**config.mk**
```make
export PLATFORM = sky130hd
export DESIGN_NAME = uart_rx
export DESIGN_NICKNAME = d
export VERILOG_FILES = /design/src/rtl/uart_pkg.sv /design/src/rtl/uart_sync2.sv /design/src/rtl/uart_rx.sv
export SDC_FILE = /design/constraint.sdc
export NUM_CORES = 1
export LEC_CHECK = 0
export CAP_MARGIN = 0
export CORE_ASPECT_RATIO = 2
export CORE_MARGIN = 2
export CORE_UTILIZATION = 41
export CTS_BUF_LIST = sky130_fd_sc_hd__clkbuf_8
export CTS_CLUSTER_SIZE = 12
export DETAILED_ROUTE_END_ITERATION = 10
export PLACE_DENSITY_LB_ADDON = 0.2
export SLEW_MARGIN = 30
export SYNTH_ARGS = -nofsm -noshare
export SYNTH_HDL_FRONTEND = slang
export SYNTH_HIERARCHICAL = 1
export SYNTH_SLANG_ARGS = --single-unit
```
**constraint.sdc**
```tcl
create_clock -name USART_Clk -period 3 [get_ports USART_Clk]
set_input_delay 0.6 -clock USART_Clk [delete_from_list [all_inputs] [get_ports USART_Clk]]
set_output_delay 0.6 -clock USART_Clk [all_outputs]
set_load 0.005 [all_outputs]
```
**src/rtl/uart_pkg.sv**
```systemverilog
// Shared UART definitions: frame constants and receiver state encoding.
// Used by uart_rx and its synchronizer; the transmitter shares the same constants.
package uart_pkg;

  localparam int unsigned UART_DATA_BITS = 8;
  localparam int unsigned UART_BIT_IDX_W = 4;

  // Line levels of an 8N1 frame.
  localparam logic UART_IDLE_LEVEL  = 1'b1;
  localparam logic UART_START_LEVEL = 1'b0;
  localparam logic UART_STOP_LEVEL  = 1'b1;

  typedef logic [UART_DATA_BITS-1:0] uart_byte_t;

  typedef enum logic [2:0] {
    RX_IDLE,
    RX_START,
    RX_DATA,
    RX_STOP,
    RX_BREAK
  } rx_state_e;

endpackage

```
**src/rtl/uart_sync2.sv**
```systemverilog
// Two-flop synchronizer for an asynchronous single-bit input.
// Ports:
//   clk    - destination clock
//   rst_n  - synchronous active-low reset, both flops load reset_val
//   d      - asynchronous input
//   q      - synchronized output, two cycles behind d
module uart_sync2 #(
  parameter logic RESET_VAL = 1'b1
) (
  input  logic clk,
  input  logic rst_n,
  input  logic d,
  output logic q
);

  logic meta;

  always_ff @(posedge clk) begin
    if (!rst_n) begin
      meta <= RESET_VAL;
      q    <= RESET_VAL;
    end else begin
      meta <= d;
      q    <= meta;
    end
  end

endmodule

```
**src/rtl/uart_rx.sv**
```systemverilog
// 8N1 UART receiver with oversampling, mid-bit sampling and a valid/ack holding register.
// Ports:
//   USART_Clk  - receiver clock, OVERSAMPLE x baud
//   rst_n      - synchronous active-low reset
//   serin      - asynchronous serial line, idle high
//   DataOut    - received byte, valid while dataValid=1
//   dataValid  - holding register full
//   dataAck    - consumer takes the byte (ignored while dataValid=0)
//   framingErr - one-cycle pulse when the stop bit is sampled low
//   overrunErr - sticky, a byte completed while the holding register was full
//   busy       - receiver is not idle
module uart_rx
  import uart_pkg::*;
#(
  parameter int unsigned OVERSAMPLE = 16,
  parameter int unsigned CTR_W      = 8
) (
  input  logic       USART_Clk,
  input  logic       rst_n,
  input  logic       serin,
  output uart_byte_t DataOut,
  output logic       dataValid,
  input  logic       dataAck,
  output logic       framingErr,
  output logic       overrunErr,
  output logic       busy
);

  localparam logic [CTR_W-1:0] HALF_LAST = CTR_W'(OVERSAMPLE / 2 - 1);
  localparam logic [CTR_W-1:0] BIT_LAST  = CTR_W'(OVERSAMPLE - 1);
  localparam logic [UART_BIT_IDX_W-1:0] LAST_IDX = UART_BIT_IDX_W'(UART_DATA_BITS - 1);

  logic                      rx_s;
  rx_state_e                 state, state_next;
  logic [CTR_W-1:0]          ctr, ctr_next;
  logic [UART_BIT_IDX_W-1:0] bit_idx, bit_idx_next;
  uart_byte_t                shift_reg, shift_next;
  uart_byte_t                data_next;
  logic                      valid_next;
  logic                      ferr_next;
  logic                      oerr_next;
  logic                      busy_next;
  logic                      ack_take;

  // Bring the pin into the clock domain; idle level out of reset avoids a false start.
  uart_sync2 #(
    .RESET_VAL (UART_IDLE_LEVEL)
  ) u_sync (
    .clk   (USART_Clk),
    .rst_n (rst_n),
    .d     (serin),
    .q     (rx_s)
  );

  // State and output registers.
  always_ff @(posedge USART_Clk) begin
    if (!rst_n) begin
      state      <= RX_IDLE;
      ctr        <= '0;
      bit_idx    <= '0;
      shift_reg  <= '0;
      DataOut    <= '0;
      dataValid  <= 1'b0;
      framingErr <= 1'b0;
      overrunErr <= 1'b0;
      busy       <= 1'b0;
    end else begin
      state      <= state_next;
      ctr        <= ctr_next;
      bit_idx    <= bit_idx_next;
      shift_reg  <= shift_next;
      DataOut    <= data_next;
      dataValid  <= valid_next;
      framingErr <= ferr_next;
      overrunErr <= oerr_next;
      busy       <= busy_next;
    end
  end

  // Next-state and output logic.
  always_comb begin
    state_next   = state;
    ctr_next     = ctr;
    bit_idx_next = bit_idx;
    shift_next   = shift_reg;
    data_next    = DataOut;
    ferr_next    = 1'b0;
    // The ack is applied before any same-cycle completion sees the holding register.
    ack_take     = dataAck && dataValid;
    valid_next   = dataValid && !ack_take;
    oerr_next    = overrunErr && !ack_take;

    case (state)
      RX_IDLE: begin
        if (rx_s == UART_START_LEVEL) begin
          state_next = RX_START;
          ctr_next   = '0;
        end
      end

      // Re-check the line at mid start bit to reject glitches.
      RX_START: begin
        if (ctr == HALF_LAST) begin
          ctr_next = '0;
          if (rx_s == UART_START_LEVEL) begin
            state_next   = RX_DATA;
            bit_idx_next = '0;
          end else begin
            state_next = RX_IDLE;
          end
        end else begin
          ctr_next = ctr + CTR_W'(1);
        end
      end

      // One sample per bit period, LSB first, shifted in from the top.
      RX_DATA: begin
        if (ctr == BIT_LAST) begin
          ctr_next     = '0;
          shift_next   = {rx_s, shift_reg[UART_DATA_BITS-1:1]};
          bit_idx_next = bit_idx + UART_BIT_IDX_W'(1);
          if (bit_idx == LAST_IDX) begin
            state_next = RX_STOP;
          end
        end else begin
          ctr_next = ctr + CTR_W'(1);
        end
      end

      // Return to idle at mid stop bit so a slightly fast transmitter is tolerated.
      RX_STOP: begin
        if (ctr == BIT_LAST) begin
          ctr_next = '0;
          if (rx_s == UART_STOP_LEVEL) begin
            state_next = RX_IDLE;
            if (!valid_next) begin
              data_next  = shift_reg;
              valid_next = 1'b1;
            end else begin
              oerr_next = 1'b1;
            end
          end else begin
            ferr_next  = 1'b1;
            state_next = RX_BREAK;
          end
        end else begin
          ctr_next = ctr + CTR_W'(1);
        end
      end

      // Hold off until the line goes idle so a break yields a single error.
      RX_BREAK: begin
        if (rx_s == UART_IDLE_LEVEL) begin
          state_next = RX_IDLE;
        end
      end

      default: begin
        state_next = RX_IDLE;
        ctr_next   = '0;
      end
    endcase

    busy_next = (state_next != RX_IDLE);
  end

endmodule
```
==> results of run 1 <==
-- through the flow --
step,hold WS (ns),power [mW],cells
after floorplan,0.386,0.531,177
after global placement,0.389,0.544,236
after detailed placement,0.397,0.545,236
after CTS,0.414,0.984,244
after global routing,0.446,1.01,244
final,0.412,0.970,244
-- per-layer routing --
metal | GRT usage, % | routed length, um | part of all wire, %
met2 | 29.9 | 1810 | 54
met3 | 4.47 | 100 | 3.0
met5 | 0 | 0 | 0
met1 | 17.5 | 1290 | 39
met4 | 12.4 | 129 | 3.9
-- cells in the mapped netlist, types with 2 or more instances --
cell type | number | area share [%]
sky130_fd_sc_hd__dfxtp_1 | 37 | 46
sky130_fd_sc_hd__mux2i_1 | 10 | 6.2
sky130_fd_sc_hd__a21oi_1 | 4 | 1.2
sky130_fd_sc_hd__inv_1 | 3 | 0.69
sky130_fd_sc_hd__ha_1 | 2 | 1.5
sky130_fd_sc_hd__nor2b_1 | 10 | 3.8
sky130_fd_sc_hd__clkbuf_1 | 9 | 2.1
sky130_fd_sc_hd__xnor2_1 | 6 | 3.2
sky130_fd_sc_hd__a21boi_0 | 12 | 5.5
sky130_fd_sc_hd__nor3_1 | 5 | 1.5
sky130_fd_sc_hd__o21a_1 | 3 | 1.4
sky130_fd_sc_hd__nor2_1 | 11 | 2.5
sky130_fd_sc_hd__o311a_1 | 2 | 1.2
sky130_fd_sc_hd__xor2_1 | 2 | 1.1
sky130_fd_sc_hd__a211oi_1 | 4 | 1.8
sky130_fd_sc_hd__nand3_1 | 6 | 1.8
sky130_fd_sc_hd__nor3b_1 | 2 | 0.92
sky130_fd_sc_hd__and4_1 | 2 | 1.1
sky130_fd_sc_hd__and3_1 | 2 | 0.77
sky130_fd_sc_hd__nand2b_1 | 4 | 1.5
sky130_fd_sc_hd__nand4_1 | 2 | 0.77
sky130_fd_sc_hd__nand2_1 | 24 | 5.5
-- power breakdown --
part / internal, mW / switching [mW] / leakage, nW
clock: 0.267 / 0.169 / 0.0626
combinational: 0.0168 / 0.0160 / 0.282
sequential: 0.495 / 0.00495 / 0.299
-- logic make-up (layout without fill, tap and decap cells) --
family | Yosys count | after routing | synth area share, %
AO/OA/AOI/OAI | 29 | 29 | 13.5
XOR/XNOR | 8 | 8 | 4.31
adder cells (fa/ha/maj) | 2 | 2 | 1.54
buffers and inverters | 13 | 29 | 3.08
flip-flops | 37 | 37 | 45.6
multiplexers | 10 | 10 | 6.16
AND/OR/NAND/NOR | 78 | 78 | 25.9
-- final cells by class --
| cell class | count | area (um2) |
|---|---|---|
| fillers | 386 | 1900 |
| multi-input cells | 127 | 835 |
| flip-flops and latches | 37 | 741 |
| repair buffers | 18 | 173 |
| clock buffers | 6 | 82.6 |
| well taps | 51 | 63.8 |
| clock inverters | 2 | 33.8 |
| inverters | 3 | 11.3 |
-- path summary, 6_finish.rpt --
check / from / to / slack, ns / cells after the start
max: state[0]$_SDFF_PN0_ / bit_idx[2]$_SDFFE_PN0P_ / 0.65 / 4
min: u_sync/meta$_SDFF_PN1_ / u_sync/q$_SDFF_PN1_ / 0.41 / 1
max reg2reg: state[0]$_SDFF_PN0_ / bit_idx[2]$_SDFFE_PN0P_ / 0.65 / 4
min reg2reg: u_sync/meta$_SDFF_PN1_ / u_sync/q$_SDFF_PN1_ / 0.41 / 1
==> impl_summary.txt, run 1 <==
----------------------------------------------------
[Floorplan]
  Initial cell density of the core ... 42.3%
  Number of ports placed on the die boundary ... 16
  Core area ... 3840 um2
  Row Count ... 32
  Die Height ... 93.0 um
  Overall die width ... 48.5 um
  Full die area ... 4510 um2

[Routing]
  Post-detailed-route wirelength per cell ... 13.6 um
  Initial drt markers ... 29
  Vias after detailed routing ... 1273
  Vias per cell ... 5.22
  DRC ... 0
  Detailed-routing iteration count for the pre-antenna-repair pass ... 4
  Total Wirelength ... 3.33 mm
  Antenna-violating nets left ... 0

[Global route]
  Number of global-route vias before repair ... 1298
  Maximum number of pins on one net before global-route repair ... 19
  Remaining global-route overflow ... 0
  Antenna violations before repair ... 0
  All-Layer GR Usage ... 17.2%
  Wire length of the first global-routing pass ... 5.96 mm

[Timing]
  Final number of setup-violating endpoints ... 0
  Final Critical Period ... 2.35 ns
  Min setup slack post-route ... 0.654 ns
  Worst slew margin ... 42.7%
  Slew of the pin with the lowest slew margin ... 0.851 ns
  Skew final ... 0.00610 ns
  Final max-slew violation count ... 0
  Final hold viol count ... 0
  Highest clock rate ... 426 MHz
  Final total negative setup slack ... 0 ns
  RSZ-0062 raised after global routing ... false
  Crit share post-route ... 78.2%

[Clocking]
  Max H-tree Level ... 2
  Sinks on Clock Net ... 37
  Maximum buffer depth of the clock tree ... 2
  TritonCTS Buffers ... 5
  Post-cts resize count ... 0
  Post-CTS setup repair buffer count ... 0
  Cts-stage hold buffer count ... 0
  Clk pin slew, worst setup/hold paths ... 0.07 ns
  TritonCTS clock tree ... built
  Source-to-sink clock delay at the later pin of the worst-skew pair ... 0.29 ns
  Clock Tree Root ... sky130_fd_sc_hd__clkbuf_8

[Layout]
  Antenna diode count ... 0
  Fin util ... 50.5%
  Commonest non-fill, non-tap cell in the layout ... sky130_fd_sc_hd__dfxtp_1
  Share of cells above drive strength 1 ... 7.25%
  Synthesis-to-layout area growth ... 19.3%
  Net total in the final layout ... 198
  Commonest cells after routing, fill and taps aside ... sky130_fd_sc_hd__dfxtp_1, sky130_fd_sc_hd__nand2_1, sky130_fd_sc_hd__clkdlybuf4s50_1
  Summed area of non-filler cells in the final layout ... 1940 um2

[Setup path]
  Cells along the critical path ... or4b_2 > a2111oi_2 > a21boi_0 > o21a_1
  Kind of launch point of the worst setup path ... flop
  Biggest fanout along the worst timing path ... 12
  Top cell family by delay on the critical path ... compound AO/OA/AOI/OAI gates
  Cell with the biggest individual delay on the critical path ... sky130_fd_sc_hd__or4b_2
  Data required time at the worst endpoint ... 3.18 ns
  Crit-path max cell delay ... 0.63 ns
  Endpoint kind of the worst setup timing path ... flop
  Critical path buffer and inverter count ... 0
  Crit Path Category ... reg -> reg
  Data arrival time at the worst-slack endpoint ... 2.52 ns

[Logic synthesis]
  Syn. warnings ... 6
  Flop and latch count out of synthesis ... 37
  Synthesized netlist cell count ... 177
  Number of flops mapped to enable cells by yosys ... 0
  Fraction of the yosys area taken by sequential cells ... 45.6%
  Count of cell types in the netlist ... 37
  Ys async rst share ... 0%
  Synthesized area per cell ... 9.18 um2
  Post-Syn Area ... 1630 um2
  Most instantiated flip-flop cell in the synthesis netlist ... sky130_fd_sc_hd__dfxtp_1
  Nets in the synthesized netlist ... 183

[Placed design]
  Number of buffer cells added on primary ports ... 15
  Cell Area, Placed ... 1820 um2
  Placer Congestion ... 0.859
  Half-perimeter wire length of the detailed placement result ... 2.51 mm
  Pre-CTS setup slack ... 0.599 ns

[Run status]
  Status ... complete, no violations

[Power]
  Leakage Power ... 0.643 nW
  VDD IR max ... 543 uV
  P per Cell Area ... 500 nW/um2

[Run]
  Max cap viols ... 0

[Worst hold path]
  Class of the tightest hold or removal check ... reg -> reg

----------------------------------------------------
Note: power is estimated with default switching activity, not from simulation.
==> run 2, diff against run 1 <==
==> constraint.sdc (replaced) <==
create_clock -name USART_Clk -period 2.1 [get_ports USART_Clk]
set_input_delay 0.42 -clock USART_Clk [delete_from_list [all_inputs] [get_ports USART_Clk]]
set_output_delay 0.42 -clock USART_Clk [all_outputs]
set_load 0.005 [all_outputs]
==> run 2 against run 1 <==
Net effect: via count rose by 6.8%; count of clock-buffer cells in the layout up 1; critical path depth unchanged; flip-flop and latch count stayed put; global-route usage rose by 0.23 points; clock skew shrank 0.0036 ns; routed wire length rose by 8.1%; maximum frequency is 14% higher; first-iteration DRC count down 38%; largest cell class unchanged; largest power group unchanged.
==> impl_summary.txt, run 2 (synthesized netlist as in run 1, its figures left out) <==
----------------------------------------------------
[Run status]
  Status ... complete, no violations

[Timing]
  Final total negative setup slack ... 0 ns (unchanged)
  Crit share post-route ... 97.6% (+19 points)
  Skew final ... 0.00253 ns (-0.00357 ns)
  Final Critical Period ... 2.05 ns (-0.296 ns)
  Final max-slew violation count ... 0 (unchanged)
  Worst slew margin ... 62.4% (+20 points)
  Final number of setup-violating endpoints ... 0 (unchanged)
  Final hold viol count ... 0 (unchanged)
  Final worst hold slack ... 0.410 ns (-0.00225 ns)
  Slew of the pin with the lowest slew margin ... 0.560 ns (-0.291 ns)
  Highest clock rate ... 488 MHz (+14%)
  RSZ-0062 raised after global routing ... false

[Floorplan]
  Full die area ... 4510 um2 (unchanged)
  Core area ... 3840 um2 (unchanged)
  Initial cell density of the core ... 42.3% (unchanged)
  Number of ports placed on the die boundary ... 16 (unchanged)
  Die Height ... 93.0 um (unchanged)
  Overall die width ... 48.5 um (unchanged)
  Row Count ... 32 (unchanged)

[Clocking]
  TritonCTS Buffers ... 5 (unchanged)
  Max H-tree Level ... 2 (unchanged)
  Sinks on Clock Net ... 37 (unchanged)
  Source-to-sink clock delay at the later pin of the worst-skew pair ... 0.29 ns (about the same)
  Post-CTS setup repair buffer count ... 0 (unchanged)
  TritonCTS clock tree ... built
  Clk pin slew, worst setup/hold paths ... 0.07 ns (about the same)
  Maximum buffer depth of the clock tree ... 2 (unchanged)
  Clock Tree Root ... sky130_fd_sc_hd__clkbuf_8

[Layout]
  Net total in the final layout ... 211 (+6.6%)
  Share of cells above drive strength 1 ... 14.1% (+6.8 points)
  Synthesis-to-layout area growth ... 26.2%
  Commonest non-fill, non-tap cell in the layout ... sky130_fd_sc_hd__dfxtp_1
  Commonest cells after routing, fill and taps aside ... sky130_fd_sc_hd__dfxtp_1, sky130_fd_sc_hd__nand2_1, sky130_fd_sc_hd__clkdlybuf4s50_1, sky130_fd_sc_hd__buf_4, sky130_fd_sc_hd__a21boi_0
  Antenna diode count ... 0 (unchanged)

[Global route]
  Met1 Use GR ... 15.6% (-1.9 points)
  Met3 Resource Use GR ... 4.63% (+0.16 points)
  Layer with the highest usage after global routing ... met2
  Number of global-route vias before repair ... 1393 (+7.3%)
  Remaining global-route overflow ... 0 (unchanged)
  Maximum number of pins on one net before global-route repair ... 21 (+2)
  Wire length of the first global-routing pass ... 6.02 mm (+0.92%)
  Antenna violations before repair ... 0 (unchanged)
  Met2 usage in global routing ... 33.6% (+3.7 points)
  All-Layer GR Usage ... 17.4% (+0.23 points)

[Placed design]
  Placer Congestion ... 0.902 (+5.0%)
  Half-perimeter wire length of the detailed placement result ... 2.71 mm (+8.1%)
  Number of buffer cells added on primary ports ... 15 (unchanged)

[Routing]
  Total Wirelength ... 3.60 mm (+8.1%)
  Post-detailed-route wirelength per cell ... 14.0 um (+2.6%)
  Antenna-violating nets left ... 0 (unchanged)
  DRC ... 0 (unchanged)
  Detailed-routing iteration count for the pre-antenna-repair pass ... 4 (unchanged)
  Vias after detailed routing ... 1359 (+6.8%)
  Vias per cell ... 5.29 (+1.4%)
  Initial drt markers ... 18 (-38%)

[Power]
  Leakage Power ... 0.703 nW (+9.2%)
  VDD IR max ... 629 uV (+16%)
  P per Cell Area ... 639 nW/um2 (+28%)

[Setup path]
  Biggest fanout along the worst timing path ... 3 (-9)
  Data arrival time at the worst-slack endpoint ... 2.22 ns (-0.30 ns)
  Cells along the critical path ... or4_4 > o311a_1 > o311a_1 > or3_1
  Crit Path Category ... reg -> reg
  Crit-path max cell delay ... 0.55 ns (-0.08 ns)
  Data required time at the worst endpoint ... 2.27 ns (-0.91 ns)
  Kind of launch point of the worst setup path ... flop
  Cell with the biggest individual delay on the critical path ... sky130_fd_sc_hd__or4_4
  Endpoint kind of the worst setup timing path ... flop
  CP most frequent cell ... sky130_fd_sc_hd__o311a_1
  Critical path buffer and inverter count ... 0 (unchanged)
  Top cell family by delay on the critical path ... simple AND/OR/NAND/NOR gates

[Run]
  Max cap viols ... 0 (unchanged)

[Worst hold path]
  Class of the tightest hold or removal check ... reg -> reg

----------------------------------------------------
run 2: cell count changes in the layout (fill, tap and decap cells not counted), sizes merged:
cell / change
clkbuf: +1
clkinv: +1
buf: +13
bufinv: -1
inv: -1
run 2: worst paths after layout:
kind / cells past startpoint / end / from / slack [ns]
max: 4 / busy$_SDFF_PN0_ / ctr[7]$_SDFFE_PN0P_ / 0.05
min: 1 / u_sync/q$_SDFF_PN1_ / u_sync/meta$_SDFF_PN1_ / 0.41
max reg2reg: 4 / busy$_SDFF_PN0_ / ctr[7]$_SDFFE_PN0P_ / 0.05
min reg2reg: 1 / u_sync/q$_SDFF_PN1_ / u_sync/meta$_SDFF_PN1_ / 0.41
run 2: timing repair:
item	4_1_cts	5_1_grt
hold buffers	0	0
gates resized for setup	0	2
endpoints found under the setup margin	0	2
run 2: per-layer routing:
| metal | vias up | part of all wire (%) |
|---|---|---|
| met5 | - | 0 |
| met4 | 0 | 2.4 |
| met3 | 8 | 3.3 |
| met2 | 30 | 58 |
| met1 | 650 | 36 |
| li1 | 671 | - |
run 2: power breakdown:
group | internal [mW] | total (mW) | switching [mW]
clock network | 0.297 | 0.544 | 0.247
registers | 0.707 | 0.711 | 0.00365
logic | 0.0273 | 0.0548 | 0.0275
run 2: per-stage QoR:
stage | total power [mW] | util (%) | cells | worst slack, ns | cell area (um2)
2_1_floorplan | 0.759 | - | 177 | 0.0284 | 1630
3_3_place_gp | 0.780 | 50.3 | 249 | 0.0670 | 1930
3_5_place_dp | 0.783 | 50.3 | 249 | 0.0449 | 1930
4_1_cts | 1.33 | 52.9 | 257 | 0.00331 | 2030
5_1_grt | 1.36 | 53.4 | 257 | 0.0178 | 2050
6_report | 1.31 | 53.4 | 257 | 0.0504 | 2050
run 2: layout make-up:
| class | instances | area (um2) |
|---|---|---|
| timing repair buffer | 31 | 283 |
| tap | 51 | 63.8 |
| multi-input combinational | 127 | 851 |
| fill | 381 | 1790 |
| clock inverter | 1 | 5.00 |
| inverter | 3 | 11.3 |
| sequential | 37 | 741 |
| clock buffer | 7 | 96.3 |
==> run 3, diff against run 2 <==
--- a/config.mk
+++ b/config.mk
@@ -7,14 +7,16 @@
 export LEC_CHECK = 0
 export CAP_MARGIN = 0
 export CORE_ASPECT_RATIO = 2
-export CORE_MARGIN = 2
+export CORE_MARGIN = 1.5
 export CORE_UTILIZATION = 41
 export CTS_BUF_LIST = sky130_fd_sc_hd__clkbuf_8
 export CTS_CLUSTER_SIZE = 12
 export DETAILED_ROUTE_END_ITERATION = 10
 export PLACE_DENSITY_LB_ADDON = 0.2
+export RECOVER_POWER = 100
 export SLEW_MARGIN = 30
 export SYNTH_ARGS = -nofsm -noshare
 export SYNTH_HDL_FRONTEND = slang
 export SYNTH_HIERARCHICAL = 1
 export SYNTH_SLANG_ARGS = --single-unit
+export TNS_END_PERCENT = 10
==> run 3 against run 2 <==
Net effect: clock skew increased by 0.0014 ns; flip-flop and latch count unchanged; combinational power decreased by 6.8%; total power increased by 6.3%; critical path type unchanged; highest routed layer unchanged.
==> impl_summary.txt, run 3 (synthesized netlist as in run 1, its figures left out) <==
----------------------------------------------------
[Setup path]
  Data required time at the worst endpoint ... 2.27 ns (about the same)
  RR Endpoint ... busy$_SDFF_PN0_
  Crit. Startpoint ... ctr[7]$_SDFFE_PN0P_
  R2R Path Start ... ctr[7]$_SDFFE_PN0P_
  Depth of the worst register-to-register path ... 4 (unchanged)
  Biggest fanout along the worst timing path ... 3 (unchanged)
  Register-to-Register Setup Slack ... 0.05 ns (about the same)
  Data arrival time at the worst-slack endpoint ... 2.22 ns (about the same)
  Kind of launch point of the worst setup path ... flop
  Endpoint kind of the worst setup timing path ... flop
  Crit Path Category ... reg -> reg

[Clocking]
  Sinks on Clock Net ... 37 (unchanged)
  Cts-stage hold buffer count ... 0 (unchanged)
  TritonCTS clock tree ... built
  Maximum buffer depth of the clock tree ... 2 (unchanged)
  Clock Tree Root ... sky130_fd_sc_hd__clkbuf_8
  Clk pin slew, worst setup/hold paths ... 0.07 ns (about the same)
  Max H-tree Level ... 2 (unchanged)
  Source-to-sink clock delay at the later pin of the worst-skew pair ... 0.29 ns (about the same)
  TritonCTS Buffers ... 5 (unchanged)

[Routing]
  Met1 wire length ... 1.24 mm (-5.0%)
  Vias after detailed routing ... 1311 (-3.5%)
  Highest routed layer ... met4
  DRC ... 0 (unchanged)
  Initial drt markers ... 26 (+8)
  Vias per cell ... 5.12 (-3.2%)
  Detailed-routing iteration count for the pre-antenna-repair pass ... 2 (-2)
  Antenna-violating nets left ... 0 (unchanged)
  Total Wirelength ... 3.29 mm (-8.4%)
  Met3 layer wire length in the routed design ... 67 um (-43%)
  Routed met2 length ... 1.88 mm (-10%)
  Post-detailed-route wirelength per cell ... 12.9 um (-8.1%)

[Worst hold path]
  Cell depth of the worst hold path ... 1 (unchanged)
  Class of the tightest hold or removal check ... reg -> reg
  Start point of the worst hold path ... u_sync/meta$_SDFF_PN1_
  Hold path endpoint ... u_sync/q$_SDFF_PN1_

[Global route]
  Maximum number of pins on one net before global-route repair ... 15 (-29%)
  All-Layer GR Usage ... 17.6% (+0.20 points)
  Remaining global-route overflow ... 0 (unchanged)
  Number of global-route vias before repair ... 1275 (-8.5%)
  Antenna violations before repair ... 0 (unchanged)
  Wire length of the first global-routing pass ... 5.47 mm (-9.1%)

[Timing]
  Crit share post-route ... 97.7% (about the same)
  Final total negative setup slack ... 0 ns (unchanged)
  Final max-slew violation count ... 0 (unchanged)
  Highest clock rate ... 488 MHz (about the same)
  Worst slew margin ... 58.1% (-4.3 points)
  Final hold viol count ... 0 (unchanged)
  Final worst hold slack ... 0.414 ns (+0.00451 ns)
  Final number of setup-violating endpoints ... 0 (unchanged)
  Slew of the pin with the lowest slew margin ... 0.623 ns (+0.0633 ns)
  Final Critical Period ... 2.05 ns (+0.00160 ns)
  Skew final ... 0.00393 ns (+0.00141 ns)
  RSZ-0062 raised after global routing ... false

[Layout]
  Count of filler cells inserted in the layout ... 383 (+0.52%)
  Net total in the final layout ... 210 (-0.47%)
  Share of cells above drive strength 1 ... 10.7% (-3.3 points)
  Synthesis-to-layout area growth ... 24.7%
  Commonest non-fill, non-tap cell in the layout ... sky130_fd_sc_hd__dfxtp_1
  Antenna diode count ... 0 (unchanged)
  Commonest cells after routing, fill and taps aside ... sky130_fd_sc_hd__dfxtp_1, sky130_fd_sc_hd__nand2_1, sky130_fd_sc_hd__dlygate4sd3_1
  Summed area of non-filler cells in the final layout ... 2030 um2 (-1.2%)

[Floorplan]
  Overall die width ... 47.5 um (-2.1%)
  Core area ... 3840 um2 (unchanged)
  Full die area ... 4370 um2 (-3.1%)
  Die Height ... 92.0 um (-1.1%)
  Number of ports placed on the die boundary ... 16 (unchanged)
  Row Count ... 32 (unchanged)
  Initial cell density of the core ... 42.3% (unchanged)

[Run status]
  Status ... complete, no violations

[Power]
  VDD IR max ... 478 uV (-24%)
  Leakage Power ... 0.724 nW (+3.0%)
  PnR Total Power ... 1.39 mW (+6.3%)
  P per Cell Area ... 687 nW/um2 (+7.6%)

[Placed design]
  Half-perimeter wire length of the detailed placement result ... 2.59 mm (-4.5%)
  Number of buffer cells added on primary ports ... 15 (unchanged)
  Cell Area, Placed ... 1910 um2 (-1.0%)
  Placer Congestion ... 0.942 (+4.5%)

[Run]
  Max cap viols ... 0 (unchanged)

----------------------------------------------------
[run 3: changes by cell type in the layout (fill, tap and decap cells not counted), sizes merged]
cell           change
clkinv             -1
clkinvlp           +1
dlygate4sd3       +13
clkbuf             +4
buf                -6
bufinv             +1
clkdlybuf4s50     -13
[run 3: metal layers]
metal  vias up  global-route usage, %
met5         -                      0
met1       614                   16.4
met3         9                   4.33
met2        19                   30.6
met4         0                   11.3
li1        669                      -
[run 3: area by class of cell]
type / instances / area [um2] / share of cell area (%)
Clock buffer: 6 / 82.6 / 4.07
Clock inverter: 2 / 37.5 / 1.85
Inverter: 3 / 11.3 / 0.556
Multi-Input combinational cell: 127 / 847 / 41.8
Sequential cell: 37 / 741 / 36.5
Tap cell: 51 / 63.8 / 3.15
Timing Repair Buffer: 30 / 244 / 12.0
[run 3: timing repair]
item                                    4_1_cts  5_1_grt
endpoints found under the setup margin        0        2
setup buffers                                 0        0
gates resized for setup                       0        1
[run 3: critical path: stages, from the launching register on]
cell and delay, ns:
sky130_fd_sc_hd__dfxtp_1 0.33, sky130_fd_sc_hd__or4_1 0.55, sky130_fd_sc_hd__o311a_1 0.34, sky130_fd_sc_hd__o311a_1 0.35, sky130_fd_sc_hd__or3_1 0.37
[run 3: worst max path at each step]
stage | to | slack [ns] | cells after the start
2_1_floorplan | busy$_SDFF_PN0_ | 0.03 | 5
3_3_place_gp | bit_idx[2]$_SDFFE_PN0P_ | 0.06 | 5
3_5_place_dp | bit_idx[2]$_SDFFE_PN0P_ | 0.05 | 5
4_1_cts | bit_idx[2]$_SDFFE_PN0P_ | 0.05 | 5
5_1_grt | ctr[3]$_SDFFE_PN0P_ | 0.02 | 5
6_report | busy$_SDFF_PN0_ | 0.05 | 4
[run 3: report_power, final]
group	switching, mW	internal (mW)	total [mW]	leakage, nW
clock network	0.245	0.386	0.631	0.0574
logic	0.0275	0.0236	0.0511	0.368
registers	0.00368	0.708	0.711	0.299
total	0.276	1.12	1.39	0.724
[run 3: per-stage QoR]
step,setup WS [ns],util [%],cells
finish,0.0488,52.7,256
global route,0.0216,52.7,256
CTS,0.0451,52.9,256
detailed placement,0.0488,49.8,248
global placement,0.0632,49.8,248
floorplan,0.0284,-,177
